==> src/rtl/ps2_mouse_init_sequencer_if.sv <==
// Byte-level bus between the PS/2 mouse init sequencer, the PS/2 host
// transceiver (tx/rx bytes) and the downstream serial-mouse converter
// (aligned stream bytes).
// master: the sequencer. slave: the transceiver / stream consumer side.
interface ps2_mouse_init_sequencer_if;
    logic [7:0] tx_data;
    logic       tx_valid;
    logic       tx_ready;
    logic [7:0] rx_data;
    logic       rx_valid;
    logic [7:0] stream_data;
    logic       stream_valid;
    logic       stream_first;

    modport master (
        output tx_data,
        output tx_valid,
        input  tx_ready,
        input  rx_data,
        input  rx_valid,
        output stream_data,
        output stream_valid,
        output stream_first
    );

    modport slave (
        input  tx_data,
        input  tx_valid,
        output tx_ready,
        output rx_data,
        output rx_valid,
        input  stream_data,
        input  stream_valid,
        input  stream_first
    );
endinterface

==> src/rtl/ps2_mouse_init_sequencer.sv <==
// PS/2 mouse init sequencer: resets the mouse, checks BAT (AA) and ID (00),
// programs sample rate and resolution, enables streaming, then frames the
// stream into 3-byte (or 4-byte IntelliMouse) packets.
// Optional macro PS2SEQ_WHEEL_EN: adds the F3 C8 / F3 64 / F3 50 / F2 knock
// sequence and detects wheel mode from the returned ID (03).
module ps2_mouse_init_sequencer #(
    parameter int         CLKFREQ         = 50_000_000,
    parameter logic [7:0] SAMPLE_RATE     = 8'd100,
    parameter logic [7:0] RESOLUTION      = 8'h02,
    parameter int         RETRIES         = 3,
    parameter int         RESP_TIMEOUT_MS = 25,
    parameter int         BAT_TIMEOUT_MS  = 750
) (
    input  logic                             clk,
    input  logic                             reset_n,
    input  logic                             start,
    ps2_mouse_init_sequencer_if.master       bus,
    output logic                             mouse_ready,
    output logic                             wheel,
    output logic                             error
);

    localparam int          TICK_CYCLES = (CLKFREQ / 1000 < 1) ? 1 : CLKFREQ / 1000;
    localparam logic [31:0] TICK_LAST   = 32'(TICK_CYCLES - 1);
    localparam logic [7:0]  RETRY_MAX   = 8'(RETRIES);
    localparam logic [15:0] RESP_LIMIT  = 16'(RESP_TIMEOUT_MS);
    localparam logic [15:0] BAT_LIMIT   = 16'(BAT_TIMEOUT_MS);

`ifdef PS2SEQ_WHEEL_EN
    localparam logic [3:0] ID_STEP   = 4'd7;
    localparam logic [3:0] LAST_STEP = 4'd12;
`else
    localparam logic [3:0] LAST_STEP = 4'd5;
`endif

    typedef enum logic [2:0] {
        S_PWRUP,
        S_SEND,
        S_WAIT_ACK,
        S_WAIT_BAT,
        S_WAIT_ID,
        S_STREAM,
        S_FAIL
    } state_t;

    state_t      state, state_next;
    logic [3:0]  step, step_next;
    logic [7:0]  retry, retry_next;
    logic        tx_valid_q, tx_valid_next;
    logic [7:0]  tx_data_q, tx_data_next;
    logic [31:0] presc;
    logic [15:0] ms_count;
    logic [15:0] limit;
    logic        ms_tick;
    logic        timeout;
    logic        clear_timer;
    logic        bump;
    state_t      bump_state;
    logic [3:0]  bump_step;
    logic [1:0]  pkt_idx;
    logic [1:0]  pkt_last;
    logic [7:0]  stream_data_q;
    logic        stream_valid_q;
    logic        stream_first_q;

`ifdef PS2SEQ_WHEEL_EN
    logic        wheel_q, wheel_next;
`endif

    // Command byte sent at each step of the configuration list.
    function automatic logic [7:0] step_byte(input logic [3:0] s);
        logic [7:0] b;
        case (s)
`ifdef PS2SEQ_WHEEL_EN
            4'd0:    b = 8'hFF;
            4'd1:    b = 8'hF3;
            4'd2:    b = 8'hC8;
            4'd3:    b = 8'hF3;
            4'd4:    b = 8'h64;
            4'd5:    b = 8'hF3;
            4'd6:    b = 8'h50;
            4'd7:    b = 8'hF2;
            4'd8:    b = 8'hF3;
            4'd9:    b = SAMPLE_RATE;
            4'd10:   b = 8'hE8;
            4'd11:   b = RESOLUTION;
            4'd12:   b = 8'hF4;
`else
            4'd0:    b = 8'hFF;
            4'd1:    b = 8'hF3;
            4'd2:    b = SAMPLE_RATE;
            4'd3:    b = 8'hE8;
            4'd4:    b = RESOLUTION;
            4'd5:    b = 8'hF4;
`endif
            default: b = 8'hFF;
        endcase
        return b;
    endfunction

    // Timeout length for the state being timed: 1 ms power-up wait, long BAT wait, short reply wait.
    always_comb begin
        limit = RESP_LIMIT;
        case (state)
            S_PWRUP:    limit = 16'd1;
            S_WAIT_BAT: limit = BAT_LIMIT;
            default:    limit = RESP_LIMIT;
        endcase
    end

    assign ms_tick     = (presc == TICK_LAST);
    assign timeout     = ms_tick && (ms_count == limit - 16'd1);
    assign clear_timer = start || (state_next != state);

    // Millisecond prescaler and ms counter, restarted whenever the state changes.
    always_ff @(posedge clk or negedge reset_n) begin
        if (!reset_n) begin
            presc    <= '0;
            ms_count <= '0;
        end else if (clear_timer) begin
            presc    <= '0;
            ms_count <= '0;
        end else if (ms_tick) begin
            presc    <= '0;
            ms_count <= ms_count + 16'd1;
        end else begin
            presc    <= presc + 32'd1;
        end
    end

    // Next-state logic: step sequencing, reply handling, retries; start overrides everything.
    always_comb begin
        state_next    = state;
        step_next     = step;
        retry_next    = retry;
        tx_valid_next = 1'b0;
        tx_data_next  = tx_data_q;
        bump          = 1'b0;
        bump_state    = S_SEND;
        bump_step     = step;
`ifdef PS2SEQ_WHEEL_EN
        wheel_next    = wheel_q;
`endif

        case (state)
            S_PWRUP: begin
                if (timeout) begin
                    state_next = S_SEND;
                    step_next  = 4'd0;
                end
            end

            S_SEND: begin
                tx_data_next  = step_byte(step);
                tx_valid_next = !(tx_valid_q && bus.tx_ready);
                if (tx_valid_q && bus.tx_ready) begin
                    state_next = S_WAIT_ACK;
                end
            end

            S_WAIT_ACK: begin
                if (bus.rx_valid) begin
                    if (bus.rx_data == 8'hFA) begin
                        retry_next = 8'd0;
                        if (step == 4'd0) begin
                            state_next = S_WAIT_BAT;
`ifdef PS2SEQ_WHEEL_EN
                        end else if (step == ID_STEP) begin
                            state_next = S_WAIT_ID;
`endif
                        end else if (step == LAST_STEP) begin
                            state_next = S_STREAM;
                        end else begin
                            state_next = S_SEND;
                            step_next  = step + 4'd1;
                        end
                    end else if (bus.rx_data == 8'hFE) begin
                        bump      = 1'b1;
                        bump_step = step;
                    end else begin
                        bump      = 1'b1;
                        bump_step = 4'd0;
                    end
                end else if (timeout) begin
                    bump      = 1'b1;
                    bump_step = step;
                end
            end

            S_WAIT_BAT: begin
                if (bus.rx_valid) begin
                    if (bus.rx_data == 8'hAA) begin
                        retry_next = 8'd0;
                        state_next = S_WAIT_ID;
                    end else begin
                        bump      = 1'b1;
                        bump_step = 4'd0;
                    end
                end else if (timeout) begin
                    bump      = 1'b1;
                    bump_step = 4'd0;
                end
            end

            S_WAIT_ID: begin
                if (bus.rx_valid) begin
`ifdef PS2SEQ_WHEEL_EN
                    if (step == ID_STEP) begin
                        wheel_next = (bus.rx_data == 8'h03);
                        retry_next = 8'd0;
                        state_next = S_SEND;
                        step_next  = step + 4'd1;
                    end else
`endif
                    if (bus.rx_data == 8'h00) begin
                        retry_next = 8'd0;
                        state_next = S_SEND;
                        step_next  = step + 4'd1;
                    end else begin
                        bump      = 1'b1;
                        bump_step = 4'd0;
                    end
                end else if (timeout) begin
                    bump      = 1'b1;
                    bump_step = 4'd0;
                end
            end

            S_STREAM: begin
                state_next = S_STREAM;
            end

            S_FAIL: begin
                state_next = S_FAIL;
            end

            default: begin
                state_next = S_PWRUP;
                step_next  = 4'd0;
            end
        endcase

        if (bump) begin
            if (retry == RETRY_MAX) begin
                state_next = S_FAIL;
            end else begin
                retry_next = retry + 8'd1;
                state_next = bump_state;
                step_next  = bump_step;
            end
        end

        if (start) begin
            state_next    = S_PWRUP;
            step_next     = 4'd0;
            retry_next    = 8'd0;
            tx_valid_next = 1'b0;
`ifdef PS2SEQ_WHEEL_EN
            wheel_next    = 1'b0;
`endif
        end
    end

    // Sequencer state register and registered transmit outputs.
    always_ff @(posedge clk or negedge reset_n) begin
        if (!reset_n) begin
            state      <= S_PWRUP;
            step       <= 4'd0;
            retry      <= 8'd0;
            tx_valid_q <= 1'b0;
            tx_data_q  <= 8'h00;
        end else begin
            state      <= state_next;
            step       <= step_next;
            retry      <= retry_next;
            tx_valid_q <= tx_valid_next;
            tx_data_q  <= tx_data_next;
        end
    end

`ifdef PS2SEQ_WHEEL_EN
    // Wheel-mode flag captured from the ID returned after the knock sequence.
    always_ff @(posedge clk or negedge reset_n) begin
        if (!reset_n) begin
            wheel_q <= 1'b0;
        end else begin
            wheel_q <= wheel_next;
        end
    end

    assign wheel = wheel_q;
`else
    assign wheel = 1'b0;
`endif

    assign pkt_last = wheel ? 2'd3 : 2'd2;

    // Packet framing: drop misaligned first bytes (bit3 clear) and tag byte 0 of each packet.
    always_ff @(posedge clk or negedge reset_n) begin
        if (!reset_n) begin
            pkt_idx        <= 2'd0;
            stream_data_q  <= 8'h00;
            stream_valid_q <= 1'b0;
            stream_first_q <= 1'b0;
        end else begin
            stream_valid_q <= 1'b0;
            stream_first_q <= 1'b0;
            if (start) begin
                pkt_idx <= 2'd0;
            end else if (state == S_STREAM && bus.rx_valid) begin
                if (pkt_idx != 2'd0 || bus.rx_data[3]) begin
                    stream_data_q  <= bus.rx_data;
                    stream_valid_q <= 1'b1;
                    stream_first_q <= (pkt_idx == 2'd0);
                    pkt_idx        <= (pkt_idx == pkt_last) ? 2'd0 : pkt_idx + 2'd1;
                end
            end
        end
    end

    assign bus.tx_data      = tx_data_q;
    assign bus.tx_valid     = tx_valid_q;
    assign bus.stream_data  = stream_data_q;
    assign bus.stream_valid = stream_valid_q;
    assign bus.stream_first = stream_first_q;
    assign mouse_ready      = (state == S_STREAM);
    assign error            = (state == S_FAIL);

endmodule

==> src/flat_wrapper.sv <==
// flat-port wrapper written by rule: the top's interface ports become plain ports
module ps2_mouse_init_sequencer_flat 
#(
    parameter int         CLKFREQ         = 50_000_000,
    parameter logic [7:0] SAMPLE_RATE     = 8'd100,
    parameter logic [7:0] RESOLUTION      = 8'h02,
    parameter int         RETRIES         = 3,
    parameter int         RESP_TIMEOUT_MS = 25,
    parameter int         BAT_TIMEOUT_MS  = 750
)
  (clk, reset_n, start, mouse_ready, wheel, error, bus_tx_data, bus_tx_valid, bus_tx_ready, bus_rx_data, bus_rx_valid, bus_stream_data, bus_stream_valid, bus_stream_first);
  ps2_mouse_init_sequencer_if bus_i ();
  input  logic clk;
  input  logic reset_n;
  input  logic start;
  output logic mouse_ready;
  output logic wheel;
  output logic error;
  output wire logic [$bits(bus_i.tx_data)-1:0] bus_tx_data;
  output wire logic [$bits(bus_i.tx_valid)-1:0] bus_tx_valid;
  input wire logic [$bits(bus_i.tx_ready)-1:0] bus_tx_ready;
  input wire logic [$bits(bus_i.rx_data)-1:0] bus_rx_data;
  input wire logic [$bits(bus_i.rx_valid)-1:0] bus_rx_valid;
  output wire logic [$bits(bus_i.stream_data)-1:0] bus_stream_data;
  output wire logic [$bits(bus_i.stream_valid)-1:0] bus_stream_valid;
  output wire logic [$bits(bus_i.stream_first)-1:0] bus_stream_first;
  assign bus_tx_data = bus_i.tx_data;
  assign bus_tx_valid = bus_i.tx_valid;
  assign bus_i.tx_ready = bus_tx_ready;
  assign bus_i.rx_data = bus_rx_data;
  assign bus_i.rx_valid = bus_rx_valid;
  assign bus_stream_data = bus_i.stream_data;
  assign bus_stream_valid = bus_i.stream_valid;
  assign bus_stream_first = bus_i.stream_first;
  ps2_mouse_init_sequencer #(.CLKFREQ(CLKFREQ), .SAMPLE_RATE(SAMPLE_RATE), .RESOLUTION(RESOLUTION), .RETRIES(RETRIES), .RESP_TIMEOUT_MS(RESP_TIMEOUT_MS), .BAT_TIMEOUT_MS(BAT_TIMEOUT_MS)) u_core (.clk(clk), .reset_n(reset_n), .start(start), .bus(bus_i), .mouse_ready(mouse_ready), .wheel(wheel), .error(error));
endmodule
==> config.mk <==
export PLATFORM = sky130hd
export DESIGN_NAME = ps2_mouse_init_sequencer_flat
export DESIGN_NICKNAME = d
export VERILOG_FILES = /design/src/rtl/ps2_mouse_init_sequencer_if.sv /design/src/rtl/ps2_mouse_init_sequencer.sv /design/src/flat_wrapper.sv
export SDC_FILE = /design/constraint.sdc
export NUM_CORES = 1
export LEC_CHECK = 0
export BUFFER_PORTS_ARGS = -buffer_cell sky130_fd_sc_hd__clkbuf_2
export CAP_MARGIN = 20
export CORE_MARGIN = 5
export CORE_UTILIZATION = 55
export CTS_CLUSTER_SIZE = 10
export DETAILED_ROUTE_END_ITERATION = 10
export PLACE_DENSITY = 0.82
export SLEW_MARGIN = 10
export SYNTH_ARGS = -nofsm -noshare
export SYNTH_HDL_FRONTEND = slang
export SYNTH_SLANG_ARGS = --single-unit
==> constraint.sdc <==
create_clock -name clk -period 2.6 [get_ports clk]
set_clock_uncertainty 0.05 [all_clocks]
set_input_delay 0.26 -clock clk [delete_from_list [all_inputs] [get_ports clk]]
set_output_delay 0.26 -clock clk [all_outputs]
set_load 0.01 [all_outputs]
==> impl_results.md <==
* Vias/cell at between 5 and 6
* Routability cong. at 0.898
* Synth Register Bits at 83
* Failing checks: negative setup slack
* Max Slew Vio Count at 0
* Setup WS pre-CTS at -0.307 ns
* Clock buffer depth at 2
* Die area at 10700 um^2
* Design Power at 4.33 mW
* Post-route clock period utilization at 107%
* Status: complete, but fails checks
* Setup CP Type: register to register
* Crit end category: register
* Most frequent cells after synthesis: 83 x dfrtp_1, 52 x nand2_1, 39 x nor2_1
* Fin worst setup slack at -0.179 ns
* DR pass1 iterations at 4
* Initial antenna violation count at 0
* DP HPWL at 8.39 mm
* N_diodes at 0
* Critical Path Start: u_core.presc[22]
* First-pass GRT wire length at 19.9 mm
* Via count at roughly 4300
* Post-route ant nets at 0
* Num rows at 34
* Most numerous cell in the Yosys netlist: dfrtp_1
* Vias in the first global route at 4244
* DRC at 0
* Crit Reg-Reg Startpoint: u_core.presc[22]
* Worst reg2reg path depth at 10
* Area growth from synthesis to layout at 30.6%
* Fmax at 360 MHz
* Synth top area share at 43.4%
* Final setup viols at 52
* Reg area at 2080 um^2
* Syn_area_per_cell at 9.69 um^2
* Core area at 8590 um^2
* Largest net degree at the start of global routing at 46
* RSZ-0062 raised after global routing: true
* Synth top area cells: dfrtp_1 43%, xor2_1 5.1%, nor3_2 4.2%
* Worst-margin pin slew at 0.509 ns
* Hold path startpoint: bus_rx_data[1]
* Pwr Density at 693 nW/um^2
* Area of the multi-input gates at 2760 um^2
* Fill cell instance count of the final layout at 567
* Leak Pwr at 2.77 nW
* Crit path arrival time at 2.98 ns
* Clock sink count at 83
* Main synth FF type: dfrtp_1
* I/O Pins at 35
* Crit path time final at 2.78 ns
* Initial core utilization at 55.7%
* Max IR drop VDD at ~0.44 mV
* CP Max Fanout at 31
* Grt ovf at 0
* 1st-iter DRT viols at 237
* Num CTS Buffers at 9
* Max_cap viols at 0
* Root buf cell: clkbuf_8
* Seq/Total Area, Yosys at between 40 and 50%
* Fin nets at 637
* Clk pin slew, worst setup/hold paths at 0.09 ns
* Worst slew margin at between 60% and 70%
* Worst-Skew Late Latency at between 0.3 and 0.4 ns
* Routed len/inst at 17.5 um
* Share of layout cells above drive strength 1 at 35.2%
* Synth warn at 0
* Critical Path RT at around 2.8 ns
* Port Buf Inserts at 33
* Total track usage at 23.7%
* Endpoints failing hold at 0
* CTS tree: yes
* Vert. Die Dim at 103 um
* Hold Crit Class: input port to register
* Die W at 103 um
* Critical path launch point type: register
* H-tree depth at 3
* Post-synth EDFFs at 0
* Syn nets at 514
* Synth Instances at ~490
* Post-Syn Area at 4790 um^2
* Netlist cell types at 60
* Synth area leader: dfrtp_1
* Async SR Flop Fraction at 100%
* Hold path cells at 2
* Final wirelength at between 10 and 15 mm
==> path summary, 6_finish.rpt <==
path / to / slack, ns
setup / recovery: u_core.presc[0] / -0.18
hold / removal: u_core.bus.stream_data[1] / 0.14
setup reg to reg: u_core.presc[0] / -0.18
hold reg to reg: u_core.bus.tx_data[0] / 0.43
max in group asynchronous: u_core.presc[3] / 1.52
min in group asynchronous: u_core.retry[0] / 0.34
==> layout by cell type, fill, tap and decap left out, types with 4 or more instances in the layout <==
cell	count
xor2_1	27
a211oi_1	4
buf_4	87
nor4_1	6
buf_6	9
nand2b_1	4
nand4_1	20
buf_12	6
xnor2_1	20
inv_1	11
clkbuf_2	32
nor2b_1	5
or4_1	4
nand3_1	20
a21oi_1	12
and3_1	15
clkbuf_8	10
nor3_1	28
nor4_2	9
ha_1	7
dfrtp_1	82
nor3_2	17
nand2_1	52
nor2_1	38
mux2_2	8
nor3_4	5
o21ai_0	10
==> power breakdown <==
group          switching, mW  total, mW  internal (mW)
registers             0.0731       1.47           1.40
logic                   1.12       1.92          0.802
clock network          0.476      0.942          0.466
total                   1.67       4.33           2.67
==> per-stage QoR <==
step                      area (um^2)  TNS [ns]  hold WS (ns)  utilization (%)  cells
after CTS                        5930     -3.25         0.131             69.0    713
after global routing             6250    -10.92         0.163             72.7    730
after floorplan                  4840     -6.74       -0.0856                -    494
after global placement           5640     -6.22         0.208             65.6    695
after detailed placement         5640    -10.87         0.220             65.6    695
final                            6250     -5.87         0.141             72.7    730
==> routing by layer <==
layer	routed length [um]	part of all wire [%]	vias to the layer above	global-route usage, %
met5	0	0	-	0
met2	6620	52	133	40.3
met4	362	2.8	0	10.4
met1	5160	40	2145	29.8
li1	-	-	2030	-
met3	607	4.8	39	3.96
==> registers in the layout (all words and copies together), names as in the netlist <==
name / flops
u_core.ms_count: 16
u_core.bus.tx_valid: 1
u_core.retry: 8
u_core.step: 4
u_core.state: 3
u_core.bus.stream_first: 1
u_core.bus.stream_data: 8
u_core.pkt_idx: 2
u_core.presc: 32
u_core.bus.stream_valid: 1
u_core.bus.tx_data: 7
==> worst max-delay path, stage by stage, from the launching register on <==
cell	delay (ns)
dfrtp_1	0.41
nor4b_2	0.33
nand2_1	0.14
nor4_4	0.40
a31oi_4	0.15
buf_6	0.16
o21ai_4	0.22
a21oi_4	0.08
xor2_4	0.21
buf_12	0.20
nor4_2	0.29
==> repair_timing <==
action	4_1_cts	5_1_grt
pin swaps	4	14
setup buffers	1	18
endpoints found under the setup margin	53	56
gates resized for setup	20	35
hold endpoints to repair	38	0
hold buffers	1	0
==> area by class of cell <==
type	count	area share, %
well taps	108	2.16
multi-input cells	377	44.1
clock inverters	5	0.841
repair buffers	135	16.7
inverters	11	0.661
clock buffers	11	2.26
flip-flops and latches	83	33.3
==> cells by family after synthesis <==
group,count (synthesis),share of synthesized area (%)
AOI/OAI and AO/OA,56,8.26
xor gates and xnor gates,48,8.78
adders and majority gates,7,1.83
buffers and inverters,34,3.97
DFF,83,43.4
muxes,10,2.33
other,1,0.0784
and+or+nand+nor,255,31.3
Power figures use the tool's default switching activity.
